$ cat src/rtl/vote_display_scheduler_if.sv
// Bus between the vote display scheduler and its surroundings: the vote
// counter bank, the shared binary-to-BCD converter and the 7-segment driver.
// The scheduler connects through the slave modport. The environment (counters,
// converter, display driver) connects through the master modport.
interface vote_display_scheduler_if #(
    parameter int NUM_CAND = 4
);
    logic [NUM_CAND*8-1:0] vote_count;
    logic                  hold;
    logic [7:0]            conv_bin;
    logic [3:0]            conv_hundreds;
    logic [3:0]            conv_tens;
    logic [3:0]            conv_ones;
    logic [3:0]            cand_idx;
    logic [3:0]            digit_sel;
    logic [3:0]            digit_bcd;
    logic                  frame_done;

    modport master (
        output vote_count, hold, conv_hundreds, conv_tens, conv_ones,
        input  conv_bin, cand_idx, digit_sel, digit_bcd, frame_done
    );

    modport slave (
        input  vote_count, hold, conv_hundreds, conv_tens, conv_ones,
        output conv_bin, cand_idx, digit_sel, digit_bcd, frame_done
    );
endinterface

$ cat src/rtl/vote_display_scheduler.sv
// Round-robin scheduler that shares one binary-to-BCD converter among
// NUM_CAND 8-bit vote counters. It shows each candidate for a fixed dwell and
// drives a multiplexed 4-digit display: candidate number, hundreds, tens, ones.
// Optional feature macro: LEADING_ZERO_BLANK_EN blanks leading zeros in the
// hundreds and tens digits. The digit value is still driven on digit_bcd.
module vote_display_scheduler #(
    parameter int NUM_CAND     = 4,
    parameter int DWELL_CYCLES = 50000000,
    parameter int SCAN_DIV     = 50000
) (
    input logic                     clk,
    input logic                     rst,
    vote_display_scheduler_if.slave bus
);
    localparam int         DWELL_W   = $clog2(DWELL_CYCLES + 1);
    localparam int         SCAN_W    = $clog2(SCAN_DIV + 1);
    localparam logic [3:0] LAST_CAND = 4'(NUM_CAND - 1);

    typedef enum logic [1:0] {LOAD, CAPTURE, SHOW} state_t;

    state_t             state;
    logic [3:0]         cand_idx;
    logic [7:0]         conv_bin;
    logic [DWELL_W-1:0] dwell_cnt;
    logic               frame_done;
    logic [3:0]         hundreds_reg;
    logic [3:0]         tens_reg;
    logic [3:0]         ones_reg;
    logic [3:0]         cand_reg;
    logic [SCAN_W-1:0]  scan_cnt;
    logic [1:0]         scan_digit;
    logic [3:0]         digit_sel;
    logic [3:0]         digit_bcd;

    logic [7:0]         sel_count;
    logic [3:0]         hundreds_next;
    logic [3:0]         tens_next;
    logic [3:0]         ones_next;
    logic [3:0]         cand_next;
    logic [1:0]         scan_next;
    logic [3:0]         sel_next;
    logic [3:0]         bcd_next;

    assign bus.conv_bin   = conv_bin;
    assign bus.cand_idx   = cand_idx;
    assign bus.digit_sel  = digit_sel;
    assign bus.digit_bcd  = digit_bcd;
    assign bus.frame_done = frame_done;

    // Pick the current candidate's count out of the packed counter bank
    always_comb begin
        sel_count = '0;
        for (int k = 0; k < NUM_CAND; k++) begin
            if (cand_idx == 4'(k)) begin
                sel_count = bus.vote_count[8*k +: 8];
            end
        end
    end

    // Next display and scan values. The registered digit outputs follow these, so a capture reaches digit_bcd right after CAPTURE.
    always_comb begin
        hundreds_next = hundreds_reg;
        tens_next     = tens_reg;
        ones_next     = ones_reg;
        cand_next     = cand_reg;
        if (state == CAPTURE) begin
            hundreds_next = bus.conv_hundreds;
            tens_next     = bus.conv_tens;
            ones_next     = bus.conv_ones;
            cand_next     = cand_idx + 4'd1;
        end

        scan_next = scan_digit;
        if (scan_cnt == SCAN_W'(SCAN_DIV - 1)) begin
            scan_next = scan_digit + 2'd1;
        end

        case (scan_next)
            2'd0:    bcd_next = ones_next;
            2'd1:    bcd_next = tens_next;
            2'd2:    bcd_next = hundreds_next;
            default: bcd_next = cand_next;
        endcase

        sel_next = ~(4'b0001 << scan_next);
`ifdef LEADING_ZERO_BLANK_EN
        if ((scan_next == 2'd2 && hundreds_next == 4'd0) ||
            (scan_next == 2'd1 && hundreds_next == 4'd0 && tens_next == 4'd0)) begin
            sel_next = 4'b1111;
        end
`endif
    end

    // Candidate sequencer: LOAD the operand, CAPTURE the converter result, then SHOW for the dwell time
    always_ff @(posedge clk or posedge rst) begin
        if (rst) begin
            state      <= LOAD;
            cand_idx   <= '0;
            conv_bin   <= '0;
            dwell_cnt  <= '0;
            frame_done <= 1'b0;
        end else begin
            frame_done <= 1'b0;
            case (state)
                LOAD: begin
                    conv_bin <= sel_count;
                    state    <= CAPTURE;
                end
                CAPTURE: begin
                    dwell_cnt <= '0;
                    state     <= SHOW;
                end
                SHOW: begin
                    if (dwell_cnt == DWELL_W'(DWELL_CYCLES - 1)) begin
                        dwell_cnt <= '0;
                        state     <= LOAD;
                        if (!bus.hold) begin
                            if (cand_idx == LAST_CAND) begin
                                cand_idx   <= '0;
                                frame_done <= 1'b1;
                            end else begin
                                cand_idx <= cand_idx + 4'd1;
                            end
                        end
                    end else begin
                        dwell_cnt <= dwell_cnt + DWELL_W'(1);
                    end
                end
                default: state <= LOAD;
            endcase
        end
    end

    // Display registers hold the last captured value so the display does not flicker during LOAD/CAPTURE
    always_ff @(posedge clk or posedge rst) begin
        if (rst) begin
            hundreds_reg <= '0;
            tens_reg     <= '0;
            ones_reg     <= '0;
            cand_reg     <= '0;
        end else begin
            hundreds_reg <= hundreds_next;
            tens_reg     <= tens_next;
            ones_reg     <= ones_next;
            cand_reg     <= cand_next;
        end
    end

    // Free-running digit scan, independent of the candidate sequencer
    always_ff @(posedge clk or posedge rst) begin
        if (rst) begin
            scan_cnt   <= '0;
            scan_digit <= '0;
            digit_sel  <= 4'b1110;
            digit_bcd  <= '0;
        end else begin
            if (scan_cnt == SCAN_W'(SCAN_DIV - 1)) begin
                scan_cnt <= '0;
            end else begin
                scan_cnt <= scan_cnt + SCAN_W'(1);
            end
            scan_digit <= scan_next;
            digit_sel  <= sel_next;
            digit_bcd  <= bcd_next;
        end
    end
endmodule
$ cat src/flat_wrapper.sv
// flat-port wrapper written by rule: the top's interface ports become plain ports
module vote_display_scheduler_flat 
#(
    parameter int NUM_CAND     = 4,
    parameter int DWELL_CYCLES = 50000000,
    parameter int SCAN_DIV     = 50000
)
  (clk, rst, bus_vote_count, bus_hold, bus_conv_hundreds, bus_conv_tens, bus_conv_ones, bus_conv_bin, bus_cand_idx, bus_digit_sel, bus_digit_bcd, bus_frame_done);
  vote_display_scheduler_if #(.NUM_CAND(NUM_CAND)) bus_i ();
  input logic clk;
  input logic rst;
  input wire logic [$bits(bus_i.vote_count)-1:0] bus_vote_count;
  input wire logic [$bits(bus_i.hold)-1:0] bus_hold;
  input wire logic [$bits(bus_i.conv_hundreds)-1:0] bus_conv_hundreds;
  input wire logic [$bits(bus_i.conv_tens)-1:0] bus_conv_tens;
  input wire logic [$bits(bus_i.conv_ones)-1:0] bus_conv_ones;
  output wire logic [$bits(bus_i.conv_bin)-1:0] bus_conv_bin;
  output wire logic [$bits(bus_i.cand_idx)-1:0] bus_cand_idx;
  output wire logic [$bits(bus_i.digit_sel)-1:0] bus_digit_sel;
  output wire logic [$bits(bus_i.digit_bcd)-1:0] bus_digit_bcd;
  output wire logic [$bits(bus_i.frame_done)-1:0] bus_frame_done;
  assign bus_i.vote_count = bus_vote_count;
  assign bus_i.hold = bus_hold;
  assign bus_i.conv_hundreds = bus_conv_hundreds;
  assign bus_i.conv_tens = bus_conv_tens;
  assign bus_i.conv_ones = bus_conv_ones;
  assign bus_conv_bin = bus_i.conv_bin;
  assign bus_cand_idx = bus_i.cand_idx;
  assign bus_digit_sel = bus_i.digit_sel;
  assign bus_digit_bcd = bus_i.digit_bcd;
  assign bus_frame_done = bus_i.frame_done;
  vote_display_scheduler #(.NUM_CAND(NUM_CAND), .DWELL_CYCLES(DWELL_CYCLES), .SCAN_DIV(SCAN_DIV)) u_core (.clk(clk), .rst(rst), .bus(bus_i));
endmodule
$ cat config.mk
export PLATFORM = sky130hd
export DESIGN_NAME = vote_display_scheduler_flat
export DESIGN_NICKNAME = d
export VERILOG_FILES = /design/src/rtl/vote_display_scheduler_if.sv /design/src/rtl/vote_display_scheduler.sv /design/src/flat_wrapper.sv
export SDC_FILE = /design/constraint.sdc
export NUM_CORES = 1
export LEC_CHECK = 0
export CAP_MARGIN = 10
export CELL_PAD_IN_SITES_DETAIL_PLACEMENT = 1
export CELL_PAD_IN_SITES_GLOBAL_PLACEMENT = 1
export CORE_UTILIZATION = 40
export DETAILED_ROUTE_END_ITERATION = 7
export DONT_BUFFER_PORTS = 1
export GPL_TIMING_DRIVEN = 1
export PLACE_DENSITY = 0.74
export RECOVER_POWER = 25
export SYNTH_ARGS = -nofsm -noshare
export SYNTH_HDL_FRONTEND = slang
export SYNTH_SLANG_ARGS = --single-unit
$ cat constraint.sdc
create_clock -name clk -period 3.9 [get_ports clk]
set_clock_uncertainty 0.2 [all_clocks]
set_input_delay 0.39 -clock clk [delete_from_list [all_inputs] [get_ports clk]]
set_output_delay 0.39 -clock clk [all_outputs]
set_load 0.02 [all_outputs]
Word level (Yosys, flattened, before mapping). Index checks and enable logic that the tools add are counted.

Bits in registers: 83. Input port bits: 47. Word-level logic and storage cells: 55.

Add/sub/neg operators: 4. Equal/unequal tests: 10. Shift-type cells: 1. Mux-type cells: 20. Bitwise logic cells: 2. Reductions and logical operators: 5.

Operators by type and width (count): one-hot mux 26 bit (2 select lines) (1); two-way mux 8 bit (4); adder 26 x 1 -> 26 bit, second input constant (1); equality test 26 bit, second input constant (1); two-way mux 26 bit (1); two-way mux 4 bit (5); adder 16 x 1 -> 16 bit, second input constant (1); equality test 16 bit, second input constant (1); two-way mux 16 bit (1); one-hot mux 4 bit (3 select lines) (1); equality test 4 x 2 -> 1 bit, second input constant (2); one-hot mux 2 bit (3 select lines) (1); adder 4 x 1 -> 4 bit, second input constant (1); equality test 2 x 1 -> 1 bit, second input constant (2); equality test 2 bit, second input constant (2); equality test 4 x 1 -> 1 bit, second input constant (1); logical NOT 2 bit (2); logical NOT 4 bit (1); two-way mux 1 bit (4); two-way mux 2 bit (2); NOT 4 bit (1); left shift 1 x 2 -> 4 bit, first input constant (1); AND reduction 3 bit (1); adder 2 x 1 -> 2 bit, second input constant (1); 3 further kinds (3).

Longest topological paths before layout.
Depth after elaboration: 5. Gate-level depth with buffers: 8. Mapped depth without buffers: 7.

Worst setup path after synthesis. OpenSTA, ideal clock, no wires.

Kind: reg-to-reg. Start point: register u_core.cand_idx[1], in the netlist u_core.bus.cand_idx[1]. End point: register u_core.conv_bin[1], in the netlist u_core.bus.conv_bin[1]. Setup time: 0.137 ns. Data arrival time: 1.660 ns. Required time: 3.563 ns. Path slack: 1.903 ns. Stages on the path, launching flop included: 9. Path buffers: 1. Cell sequence: dfrtp_1 inv_1 ha_1 clkbuf_1 and3b_1 a21oi_1 o21ai_0 a22oi_1 a21oi_1.

Word-level cells in the longest chain between the ends: 5.

RTL lines: start: declaration (line vote_display_scheduler.sv:22) `logic [3:0] cand_idx;`; start signal: assignment (line vote_display_scheduler.sv:122) `cand_idx <= cand_idx + 4'd1;`; logical NOT 4 bit (line vote_display_scheduler.sv:54) `if (cand_idx == 4'(k)) begin`; two-way mux 8 bit (3 in series) (line vote_display_scheduler.sv:54); two-way mux 8 bit (*) (line vote_display_scheduler.sv:54); end signal: assignment (line vote_display_scheduler.sv:106) `conv_bin <= sel_count;`; end: declaration (line vote_display_scheduler.sv:23) `logic [7:0] conv_bin;`.

Every way passes the cells marked *; elsewhere a longest branch is shown, timed or not. A chain may end at the register's enable or synchronous reset.

==> flow_metrics.py <==
metrics = {
    "placement": {
        "post-place-ws_ns": 1.310,
        "gp_congestion": 0.7574,
        "dp_hpwl_um": 6645,
        "port_buffers": 0,
        "place_inst": 542,
    },
    "timing": {
        "rsz0062_at_grt": "false",
        "min_period_ns": 2.913,
        "maxSlewHeadroom_pct": -16.04,
        "worstMarginPinSlew_ns": 1.741,
        "report.final.hold_viol_count": 0,
        "timing.hold.ws_ns": 0.02537,
        "period_share_pct": 74.70,
        "setup_violations": 0,
        "fmax_mhz": 343.3,
        "slew_viol_final": 31,
        "fin_ws_ns": 0.9868,
        "setup_tns_ns": 0,
    },
    "clock_network": {
        "clock_sinks": 83,
        "cts_root_buffer": "clkbuf_8",
        "cts_tree": "done",
        "tritoncts.num_buffers": 9,
        "path_clk_slew_ns": 0.09,
        "htree_levels": 3,
        "clk_latency_ns": 0.35,
        "clockBufferDepth": 2,
    },
    "grt": {
        "grt-ovfl-total": 0,
        "grt_first_pass_wirelength_um": 15810,
        "grt_antenna_before_repair": 0,
        "grt_pass1_vias": 3228,
        "grt_use_total_pct": 17.61,
        "grt_max_degree": 34,
    },
    "critical_path": {
        "cpPeakStageDelay_ns": 1.32,
        "ff2ff_setup_slack_ns": 1.34,
        "cp-end-kind": "asynchronous set/reset pin",
        "critPathKind": "in -> async",
        "required_ns": 3.83,
        "path_max_fanout": 30,
        "worstRegToRegCells": 7,
        "crit_path_start": "rst",
        "r2r-end": "u_core.bus.digit_bcd[0]",
        "crit_slowest_cell": "clkbuf_1",
        "start_kind": "primary input",
        "setup.worst_path.end": "u_core.scan_cnt[10]",
        "path_cells": "dlygate4sd3_1 > clkinvlp_2 > clkbuf_1",
        "critPathArrivalTime_ns": 2.84,
        "r2r-start": "u_core.scan_cnt[0]",
    },
    "synthesis": {
        "syn_inst": 422,
        "async_reset_ff_share_pct": 100.0,
        "ys_warn_count": 0,
        "yosys-top-cells-area": "dfrtp_1 (46%), xor2_1 (5.1%), nor2_1 (4.8%), mux2_2 (3.9%), ha_1 (2.9%)",
        "yosys.area_share.simple_pct": 22.49,
        "yosysMostFrequentCell": "dfrtp_1",
        "ys_ff_latch": 83,
        "seq_area_frac_synth_pct": 48.20,
        "synth_mux_area_share_pct": 3.913,
        "synth_common_cells": "dfrtp_1 (80), nor2_1 (55), nand2_1 (29)",
        "syn_nets": 479,
        "synth_top_area_share_pct": 46.38,
        "synth.distinct_cells": 55,
        "yosysTopAreaCell": "dfrtp_1",
        "synth_compound_area_share_pct": 11.10,
        "synth_xor_area_share_pct": 7.478,
        "synth-edff-count": 0,
        "synth_top_family_by_area": "simple AND/OR/NAND/NOR gates",
        "synthAdderAreaFrac_pct": 2.899,
        "synth_flop_cell": "dfrtp_1",
        "syn_area_um2": 4317,
        "synth.avg_cell_area_um2": 10.23,
    },
    "routing": {
        "vias": 3089,
        "drc": 0,
        "drt-total-wl_um": 9173,
        "viasPerCell": 5.477,
        "drtIter0Drc": 114,
        "ant_nets": 0,
        "firstDrtPassIters": 4,
        "wire_per_inst_um": 16.26,
    },
    "layout": {
        "nets": 480,
        "antenna_cells": 0,
        "reg_top3": "u_core.dwell_cnt x26, u_core.scan_cnt x16, u_core.bus.conv_bin x8",
        "fillers": 1175,
        "syn2layout_area_growth_pct": 8.261,
        "regMostFlops": "u_core.dwell_cnt",
        "largest_register_ffs": 26,
        "drive_above_1_share_pct": 13.08,
        "fin_util_pct": 44.86,
        "stdcell_count": 564,
    },
    "power": {
        "p_per_area_nw_per_um2": 348.3,
        "peakVddDrop_v": 0.0001661,
        "leakage_nw": 2.117,
    },
    "die": {
        "initial_core_util_pct": 41.44,
        "io_pins": 68,
        "floorplan.rows": 37,
        "coreArea_um2": 10420,
        "fp.dieH_um": 105.9,
        "dieWidth_um": 105.9,
        "die_area_um2": 11210,
    },
    "run_status": {
        "violations": "capacitance limit, slew limit",
        "outcome": "complete, but fails checks",
    },
    "flow_run": {
        "drv_cap": 1,
    },
    "hold_path": {
        "holdCritPathClass": "in -> reg",
    },
}
==> critical path, delay by kind of cell <==
family	cells	cell delay (ns)
buf+inv	3	2.43
==> cell usage in the layout (no fill, tap or decap), types with 3 or more instances in the layout <==
| master | synthesis | layout |
|---|---|---|
| nand4_1 | 10 | 10 |
| and2_1 | 5 | 5 |
| o21ai_0 | 17 | 17 |
| and3b_1 | 8 | 8 |
| ha_1 | 10 | 10 |
| a21oi_1 | 19 | 19 |
| inv_1 | 18 | 17 |
| a22oi_1 | 8 | 8 |
| nor3_1 | 10 | 10 |
| a311o_1 | 4 | 4 |
| o22ai_2 | 3 | 3 |
| clkinv_4 | 0 | 3 |
| xor2_1 | 25 | 25 |
| and3_1 | 7 | 7 |
| nand3_1 | 23 | 23 |
| nand2_1 | 29 | 29 |
| mux2_2 | 15 | 15 |
| o311ai_2 | 3 | 3 |
| nor2_1 | 55 | 55 |
| dfstp_2 | 3 | 3 |
| nor4_4 | 3 | 3 |
| and4_1 | 4 | 4 |
| clkbuf_8 | 0 | 11 |
| nor2b_1 | 3 | 3 |
| dfrtp_1 | 80 | 80 |
| dlygate4sd3_1 | 0 | 5 |
| xnor2_1 | 10 | 10 |
==> stage by stage <==
stage / area [µm²] / power, W
after global placement: 4409 / 0.0009968
after global routing: 4673 / 0.001695
after detailed placement: 4409 / 0.001001
after floorplan: 4317 / 0.0009785
final: 4673 / 0.001628
after CTS: 4662 / 0.001651
==> cells by family (layout without fill, tap and decap cells) <==
logic type | count (synthesis) | after routing
buf+inv | 37 | 43
xor+xnor | 36 | 36
fa+ha+maj | 10 | 10
compound gates | 68 | 68
flops | 83 | 83
simple gates | 173 | 173
mux | 15 | 15
==> power breakdown <==
group          internal, W  switching [W]
Sequential        0.000879      0.0000253
Clock             0.000333       0.000309
Combinational    0.0000310      0.0000495
Total              0.00124       0.000384
==> worst min path at each step <==
stage	from	to	slack, ns	depth (start not counted)
5_1_grt	bus_conv_ones[2]	u_core.ones_reg[2]	0.003	1
2_1_floorplan	u_core.scan_cnt[0]	u_core.scan_cnt[0]	0.26	1
4_1_cts	bus_conv_ones[2]	u_core.ones_reg[2]	0.0007	1
3_5_place_dp	rst	u_core.scan_cnt[3]	0.07	1
3_3_place_gp	rst	u_core.scan_cnt[3]	0.06	1
6_report	bus_conv_ones[1]	u_core.ones_reg[1]	0.03	1
==> metal layers <==
metal	vias to the layer above	global-route usage [%]	routed length (µm)
met5	-	0	0
met4	0	4.563	90
met3	9	4.638	348
met2	56	29.04	4450
met1	1544	22.92	4284
li1	1480	-	-
==> area by class of cell <==
| class | count | area [µm²] | area share [%] |
|---|---|---|---|
| Timing Repair Buffer | 9 | 73.82 | 1.580 |
| Clock buffer | 11 | 151.4 | 3.240 |
| Multi-Input combinational cell | 302 | 2067 | 44.23 |
| Inverter | 18 | 68.82 | 1.473 |
| Tap cell | 136 | 170.2 | 3.641 |
| Clock inverter | 5 | 61.31 | 1.312 |
| Sequential cell | 83 | 2081 | 44.52 |
==> what timing repair did <==
| action | CTS | global route |
|---|---|---|
| setup buffers | 0 | 0 |
| resized for setup | 0 | 0 |
| hold buffers | 4 | 1 |
| endpoints found under the hold margin | 23 | 1 |
Power figures use the tool's default switching activity.
